==> config.mk <==
export PLATFORM = sky130hd
export DESIGN_NAME = piso_serializer
export DESIGN_NICKNAME = d
export VERILOG_FILES = /design/src/rtl/piso_serializer.sv
export SDC_FILE = /design/constraint.sdc
export NUM_CORES = 1
export LEC_CHECK = 0
export BUFFER_PORTS_ARGS = -buffer_cell sky130_fd_sc_hd__clkbuf_2
export CORE_AREA = 5 5 42 44
export CTS_CLUSTER_SIZE = 12
export DETAILED_ROUTE_END_ITERATION = 8
export DIE_AREA = 0 0 47 49
export PLACE_DENSITY = 0.69
export SETUP_SLACK_MARGIN = 0.05
export SLEW_MARGIN = 15
export SYNTH_ARGS = -nofsm -noshare
export SYNTH_HDL_FRONTEND = slang
export SYNTH_SLANG_ARGS = --single-unit
==> constraint.sdc <==
create_clock -name clk -period 3.2 [get_ports clk]
set_input_delay 0.16 -clock clk [delete_from_list [all_inputs] [get_ports clk]]
set_output_delay 0.16 -clock clk [all_outputs]
set_load 0.02 [all_outputs]
==> src/rtl/piso_serializer.sv <==
// piso_serializer: parallel-in / serial-out converter with a one-word hold
// buffer, so a following word can be emitted without a gap.
//
// Parameters:
//   WIDTH     - parallel word width (2..32)
//   MSB_FIRST - 1: bit WIDTH-1 leaves first, 0: bit 0 leaves first
// Ports:
//   clk         - clock, all state updates on the rising edge
//   clear       - synchronous active-high reset
//   d           - parallel data word
//   load_valid  - d holds a word offered for transfer
//   load_ready  - the block accepts d at this edge (= !hold_full)
//   sout        - serial data bit (0 when sout_valid=0)
//   sout_valid  - sout carries a valid bit
//   frame_start - first bit of a word
//   frame_last  - last bit of a word
module piso_serializer #(
   parameter int unsigned WIDTH     = 4,
   parameter bit          MSB_FIRST = 1'b1
) (
   input  logic             clk,
   input  logic             clear,
   input  logic [WIDTH-1:0] d,
   input  logic             load_valid,
   output logic             load_ready,
   output logic             sout,
   output logic             sout_valid,
   output logic             frame_start,
   output logic             frame_last
);

   localparam int unsigned           CntW    = $clog2(WIDTH);
   localparam logic [CntW-1:0]       LastCnt = CntW'(WIDTH - 1);

   typedef enum logic {StIdle, StShift} state_e;

   state_e             state_q;
   logic [WIDTH-1:0]   shreg_q;
   logic [WIDTH-1:0]   hold_q;
   logic               hold_full_q;
   logic [CntW-1:0]    cnt_q;

   logic               accept;
   logic               last_bit;
   logic [WIDTH-1:0]   shreg_shifted;

   assign load_ready = !hold_full_q;
   // clear is folded in so a word offered during reset is never taken.
   assign accept     = load_valid && load_ready && !clear;
   assign last_bit   = (cnt_q == LastCnt);

   always_comb begin
      shreg_shifted = '0;
      if (MSB_FIRST) begin
         shreg_shifted = {shreg_q[WIDTH-2:0], 1'b0};
      end else begin
         shreg_shifted = {1'b0, shreg_q[WIDTH-1:1]};
      end
   end

   always_ff @(posedge clk) begin
      if (clear) begin
         state_q     <= StIdle;
         shreg_q     <= '0;
         hold_q      <= '0;
         hold_full_q <= 1'b0;
         cnt_q       <= '0;
      end else if (state_q == StIdle) begin
         if (accept) begin
            shreg_q <= d;
            cnt_q   <= '0;
            state_q <= StShift;
         end
      end else begin
         if (last_bit) begin
            cnt_q <= '0;
            // The held word wins over a newly offered one; a fresh word can
            // only be offered here when hold is empty anyway.
            if (hold_full_q) begin
               shreg_q     <= hold_q;
               hold_full_q <= 1'b0;
            end else if (accept) begin
               shreg_q <= d;
            end else begin
               shreg_q <= shreg_shifted;
               state_q <= StIdle;
            end
         end else begin
            shreg_q <= shreg_shifted;
            cnt_q   <= cnt_q + 1'b1;
            if (accept) begin
               hold_q      <= d;
               hold_full_q <= 1'b1;
            end
         end
      end
   end

   always_comb begin
      sout_valid  = (state_q == StShift);
      sout        = sout_valid && (MSB_FIRST ? shreg_q[WIDTH-1] : shreg_q[0]);
      frame_start = sout_valid && (cnt_q == '0);
      frame_last  = sout_valid && last_bit;
   end

endmodule

==> results.py, run 1 <==
metrics = {
    "setup_path": {
        "cp_cell_sequence": "nand2_1 > inv_1 > clkbuf_2",
        "critical_path_arrival_ns": 1.40,
        "r2r_setup_slack_ns": 1.73,
        "rr_worst_depth": 3,
        "start_kind": "register",
        "worstPathMaxFanout": 19,
        "end_kind": "output pin",
        "critPathSlowestCell": "dfxtp_1",
        "required_ns": 3.04,
        "max_stage_delay_ns": 0.68,
        "r2r_end": "shreg_q[3]",
        "reg2reg_from": "sout_valid",
        "crit_type": "reg -> out",
    },
    "timing": {
        "fmax_ghz": 0.640,
        "fin_setup_tns_ns": 0,
        "relSlewSlack_pct": 62.6,
        "finalHoldViolCount": 0,
        "fin_ws_ns": 1.64,
        "drv_slew": 0,
        "rsz0062_at_grt": "no",
        "fin_worst_skew_ns": 0.00178,
        "setup_viol": 0,
        "fin_crit_ns": 1.56,
        "post-route-period-util_pct": 48.9,
        "worstMarginPinSlew_ns": 0.561,
    },
    "synthesis": {
        "ys.flop_type": "dfxtp_1",
        "ys_ff_latch": 12,
        "seq_area_frac_synth_pct": 37.9,
        "synth_cell_types": 26,
        "yosys_warnings": 0,
        "synth_area_um2": 633,
        "synth_enable_flop_cells": 0,
        "synth_nets": 86,
        "syn-instance-count": 77,
        "synthArstFlopShare_pct": 0,
        "synth_area_per_cell_um2": 8.22,
    },
    "clock_tree": {
        "clk_latency_ns": 0.28,
        "cts-root-buf": "clkbuf_4",
        "cts-htree-levels": 1,
        "cts_tree": "built",
        "cts-resized-gates": 0,
        "cts_setup_buffers": 0,
        "cts_num_sinks": 12,
        "clk_path_buf_depth": 2,
        "ctsHoldBuffers": 0,
        "clkSlewWorstSetupHoldPaths_ns": 0.08,
        "cts_buffers": 3,
    },
    "layout": {
        "final_design_area_no_fill_um2": 727,
        "fillers": 145,
        "syn_to_final_growth_pct": 14.8,
        "nNetsFinal": 98,
        "drive_gt1_share_pct": 19.3,
        "final_util_pct": 51.9,
        "diodes": 0,
    },
    "routing": {
        "firstDrtPassIters": 4,
        "ant_nets": 0,
        "drc": 0,
        "vias": 557,
        "drt-initial-drc-count": 18,
        "wl_per_cell_um": 12.0,
        "vias_per_cell": 5.36,
        "routed_wl_um": 1250,
    },
    "floorplanning": {
        "start_util_pct": 45.2,
        "ios": 12,
        "dieArea_mm2": 0.00230,
        "die_w_um": 47,
        "core_area_mm2": 0.00140,
        "rows": 14,
        "chipHeight_um": 49,
    },
    "placement": {
        "post-place-ws_ns": 1.75,
        "place.gp.congestion": 0.783,
        "place_hpwl_um": 912,
        "placed_area_um2": 691,
        "port_buffers": 11,
    },
    "power": {
        "peakVddDrop_mv": 0.211,
        "total_power_uw": 352,
        "p_leak_uw": 0.000298,
        "p_per_area_mw_per_mm2": 485,
    },
    "hold_path": {
        "hold_depth": 3,
        "hold_start": "d[1]",
        "hold_path_end": "hold_q[1]",
        "hp-class": "in -> reg",
    },
    "global_routing": {
        "grt_max_degree": 20,
        "antenna_found_initial": 0,
        "grt_pass1_wl_um": 2190,
        "grt_pass1_vias": 500,
        "track_usage_pct": 12.6,
        "gr-total-overflow": 0,
    },
    "flow_run": {
        "cap_violations": 0,
    },
    "outcome": {
        "status": "complete, no violations",
    },
}
## layer usage
layer / wire (um) / global-route usage [%] / vias up
li1: - / - / 291
met1: 608 / 18.8 / 241
met2: 523 / 16.3 / 21
met3: 91 / 3.32 / 4
met4: 23 / 5.53 / 0
met5: 0 / 0 / -
## sequential cells by signal, indices dropped and copies added (netlist names)
register     flops
shreg_q          4
cnt_q            2
sout_valid       1
hold_q           4
hold_full_q      1
## cells by family (layout without fill, tap and decap cells)
kind of cell	Yosys count	in the layout	share of synthesized area, %
buffers and inverters	9	20	5.73
adder cells (fa/ha/maj)	2	2	3.95
AO/OA/AOI/OAI	16	16	16.4
AND/OR/NAND/NOR	33	33	28.1
multiplexers	5	5	7.91
flip-flops	12	12	37.9
## layout by cell type (no fill, tap or decap)
cell,count
nand3_1,1
clkbuf_2,11
and2_1,3
inv_1,5
a211oi_1,2
nand2_1,1
a22oi_1,1
ha_1,2
o211ai_1,1
nor3b_1,2
a21oi_1,3
o21ai_0,3
or2b_1,1
o22a_1,1
nor3_1,6
and2b_1,1
or3_1,3
mux2i_1,5
a311o_1,1
dfxtp_1,12
nor2b_2,1
nor2_4,1
nor2_1,12
clkbuf_4,3
a31oi_1,4
nand2b_1,1
clkbuf_8,1
## cell usage after synthesis, types with 3 or more instances
cell type	number	area share (%)
o21ai_0	3	2.4
or3_1	3	3.0
a31oi_1	4	4.0
inv_1	5	3.0
mux2i_1	5	7.9
nor2_1	12	7.1
nor3_1	6	4.7
a21oi_1	3	2.4
and2_1	3	3.0
dfxtp_1	12	38
## how the worst max path moves through the flow
stage	slack [ns]	to	startpoint	cells past startpoint
2_1_floorplan	1.85	shreg_q[3]	sout_valid	4
3_3_place_gp	1.78	hold_q[3]	sout_valid	4
3_5_place_dp	1.75	shreg_q[3]	sout_valid	3
4_1_cts	1.65	frame_last	sout_valid	3
5_1_grt	1.50	frame_last	sout_valid	3
6_report	1.64	frame_last	sout_valid	3
## power breakdown
part | leakage (uW) | switching, uW | total, uW | internal, uW
combinational | 0.000178 | 29.9 | 54.8 | 24.9
clock | 0.0000210 | 56.4 | 126 | 69.3
sequential | 0.0000985 | 12.7 | 172 | 159
total | 0.000298 | 99.0 | 352 | 253
## through the flow
| step | hold slack (ns) | std cells |
|---|---|---|
| global route | 0.158 | 104 |
| floorplan | 0.239 | 77 |
| detailed placement | 0.420 | 100 |
| finish | 0.128 | 104 |
| CTS | 0.137 | 104 |
| global placement | 0.418 | 100 |
## worst max-delay path: cells and delay by family (launching register included)
kind          cells  cell delay (ns)
simple gates      1             0.14
buf+inv           2             0.29
flops             1             0.68
## cell type report
type / instances / area [um2] / share of cell area (%)
Clock buffer: 4 / 36.3 / 4.99
Inverter: 5 / 18.8 / 2.58
Multi-Input combinational cell: 56 / 357 / 49.1
Sequential cell: 12 / 240 / 33.0
Tap cell: 16 / 20.0 / 2.75
Timing Repair Buffer: 11 / 55.1 / 7.57
Power figures use the tool's default switching activity.
==> run 2, diff against run 1 <==
Settings changed: ABC_AREA set to 1, CORE_AREA 5 5 42 44 to not set, CORE_MARGIN set to 5, CORE_UTILIZATION set to 47, DIE_AREA 0 0 47 49 to not set, PLACE_DENSITY 0.69 to 0.7.
Clock period 3.2 ns to 1.4 ns, I/O delays scaled along.
==> results.py, run 2 <==
metrics = {
    "layout": {
        "layout_commonest_cell": "nand2_1",
        "layout_common_cells": "25 x nand2_1, 15 x nor2_1, 10 x o21ai_0, 10 x dfxtp_1, 10 x clkbuf_2",
        "top_regs": "hold_q x4, shreg_q x4, cnt_q x2",
        "final_design_area_no_fill_um2": 826,
        "drive_gt1_share_pct": 28.0,
        "fin_cells": 134,
        "syn_to_final_growth_pct": 17.9,
        "diodes": 0,
        "nNetsFinal": 128,
    },
    "synthesis": {
        "yosys.cell_count.top_type": "nand2_1",
        "synth_top_family_by_area": "simple AND/OR/NAND/NOR gates",
        "synth_area_per_cell_um2": 6.80,
        "synthTopCellsByArea": "dfxtp_1 34%, nand2_1 14%, nor2_1 8.0%",
        "yosys.area.top_type": "dfxtp_1",
        "synthArstFlopShare_pct": 0,
        "synth_fa_ha_area_share_pct": 3.57,
        "synth_area_um2": 701,
        "yosys_warnings": 0,
        "seq_area_frac_synth_pct": 34.3,
        "synthSimpleGateAreaFrac_pct": 38.0,
        "muxShareOfSynthArea_pct": 0,
        "ys.flop_type": "dfxtp_1",
        "yosys.area_share.xor_xnor_pct": 0,
        "synth_enable_flop_cells": 0,
        "synth_common_cells": "26 x nand2_1, 15 x nor2_1, 12 x dfxtp_1",
        "syn-instance-count": 103,
        "synth_cell_types": 19,
        "synth_nets": 112,
        "synth_compound_area_share_pct": 13.4,
        "yosysTopAreaCellShare_pct": 34.3,
        "ys_ff_latch": 12,
    },
    "timing": {
        "rsz0062_at_grt": "no",
        "fin_ws_ns": 0.169,
        "relSlewSlack_pct": 86.6,
        "post-route-period-util_pct": 87.9,
        "fin_crit_ns": 1.23,
        "fin_setup_tns_ns": 0,
        "fmax_ghz": 0.813,
        "fin_worst_skew_ns": 0.00512,
        "worstMarginPinSlew_ns": 0.201,
        "finalHoldViolCount": 0,
        "setup_viol": 0,
        "drv_slew": 0,
    },
    "routing": {
        "drc": 0,
        "drt-initial-drc-count": 18,
        "ant_nets": 0,
        "vias_per_cell": 5.01,
        "routed_wl_um": 1450,
        "wl_per_cell_um": 10.8,
        "firstDrtPassIters": 4,
        "vias": 671,
    },
    "global_routing": {
        "grt_pass1_wl_um": 2500,
        "track_usage_pct": 13.2,
        "antenna_found_initial": 0,
        "grt_max_degree": 13,
        "gr-total-overflow": 0,
        "grt_pass1_vias": 608,
    },
    "placement": {
        "placed_area_um2": 769,
        "dp.cells": 130,
        "port_buffers": 11,
        "post-place-ws_ns": 0.152,
        "place.gp.congestion": 0.864,
        "place_hpwl_um": 1120,
    },
    "setup_path": {
        "worstPathMaxFanout": 4,
        "cp_num_buf_inv": 2,
        "start_kind": "register",
        "critPathSlowestCell": "dfxtp_4",
        "critPathTopFamily": "flip-flops",
        "required_ns": 1.33,
        "cp_cell_sequence": "ha_4 > nand2_2 > inv_1 > buf_2",
        "end_kind": "output pin",
        "critical_path_arrival_ns": 1.16,
        "crit_type": "reg -> out",
        "max_stage_delay_ns": 0.37,
    },
    "floorplanning": {
        "die_w_um": 48.6,
        "dieArea_mm2": 0.00236,
        "chipHeight_um": 48.6,
        "start_util_pct": 48.2,
        "ios": 12,
        "core_area_mm2": 0.00145,
        "rows": 14,
    },
    "clock_tree": {
        "cts_tree": "built",
        "clk_latency_ns": 0.28,
        "cts_setup_buffers": 0,
        "cts-htree-levels": 1,
        "clk_path_buf_depth": 2,
        "cts_buffers": 3,
        "clkSlewWorstSetupHoldPaths_ns": 0.07,
        "cts_num_sinks": 12,
        "cts-resized-gates": 3,
        "ctsHoldBuffers": 0,
        "cts-root-buf": "clkbuf_4",
    },
    "power": {
        "p_per_area_mw_per_mm2": 1040,
        "total_power_uw": 859,
        "p_leak_uw": 0.000395,
        "peakVddDrop_mv": 0.551,
    },
    "outcome": {
        "status": "complete, no violations",
    },
    "flow_run": {
        "cap_violations": 0,
    },
    "hold_path": {
        "hp-class": "in -> reg",
    },
}
run 2: changes by cell type in the layout (fill, tap and decap cells not counted), sizes merged, moves of 4 or more:
| cell | delta |
|---|---|
| a21oi | +5 |
| a31oi | -4 |
| inv | +7 |
| mux2i | -5 |
| nand2 | +27 |
| nand3 | +9 |
| nor2 | +4 |
| nor3 | -6 |
| o21ai | +7 |
run 2: path summary, 6_finish.rpt:
check             startpoint    endpoint  slack, ns  cells past startpoint
setup / recovery    cnt_q[0]  frame_last       0.17                      4
hold / removal          d[0]   hold_q[0]       0.05                      3
setup reg to reg    cnt_q[0]   hold_q[1]       0.27                      5
hold reg to reg     cnt_q[0]    cnt_q[0]       0.47                      1
run 2: where the power goes:
part	leakage, uW	switching, uW	internal (uW)
clock	0.0000210	124	158
sequential	0.0000996	20.3	370
combinational	0.000275	119	67.6
run 2: per-stage QoR:
step           hold WS (ns)  utilization [%]
6_report             0.0528             56.8
5_1_grt              0.0408             56.8
4_1_cts              0.0447             56.4
3_5_place_dp          0.346             52.9
3_3_place_gp          0.338             52.9
2_1_floorplan         0.132                -
run 2: layout make-up:
cell class / instances / area, um2
fillers: 141 / 628
multi-input cells: 76 / 400
flip-flops and latches: 12 / 245
repair buffers: 13 / 70.1
inverters: 13 / 53.8
clock buffers: 4 / 36.3
well taps: 16 / 20.0
run 2: per-layer routing:
metal,wire (um),part of all wire [%],GRT usage (%),vias up
met5,0,0,0,-
met4,30,2.1,5.38,0
met3,88,6.1,6.44,5
met2,663,46,21.3,10
met1,669,46,14.7,293
li1,-,-,-,363
run 2: worst reg2reg max path, stage by stage (launching register included):
cell     delay, ns
dfxtp_4       0.36
ha_4          0.18
nor2_8        0.14
nand3_4       0.12
o21ai_0       0.17
nor2_1        0.05
run 2: logic make-up after synthesis:
logic type,count (synthesis)
and+or+nand+nor,56
AOI/OAI and AO/OA,18
buffers and inverters,15
DFF,12
adders and majority gates,2
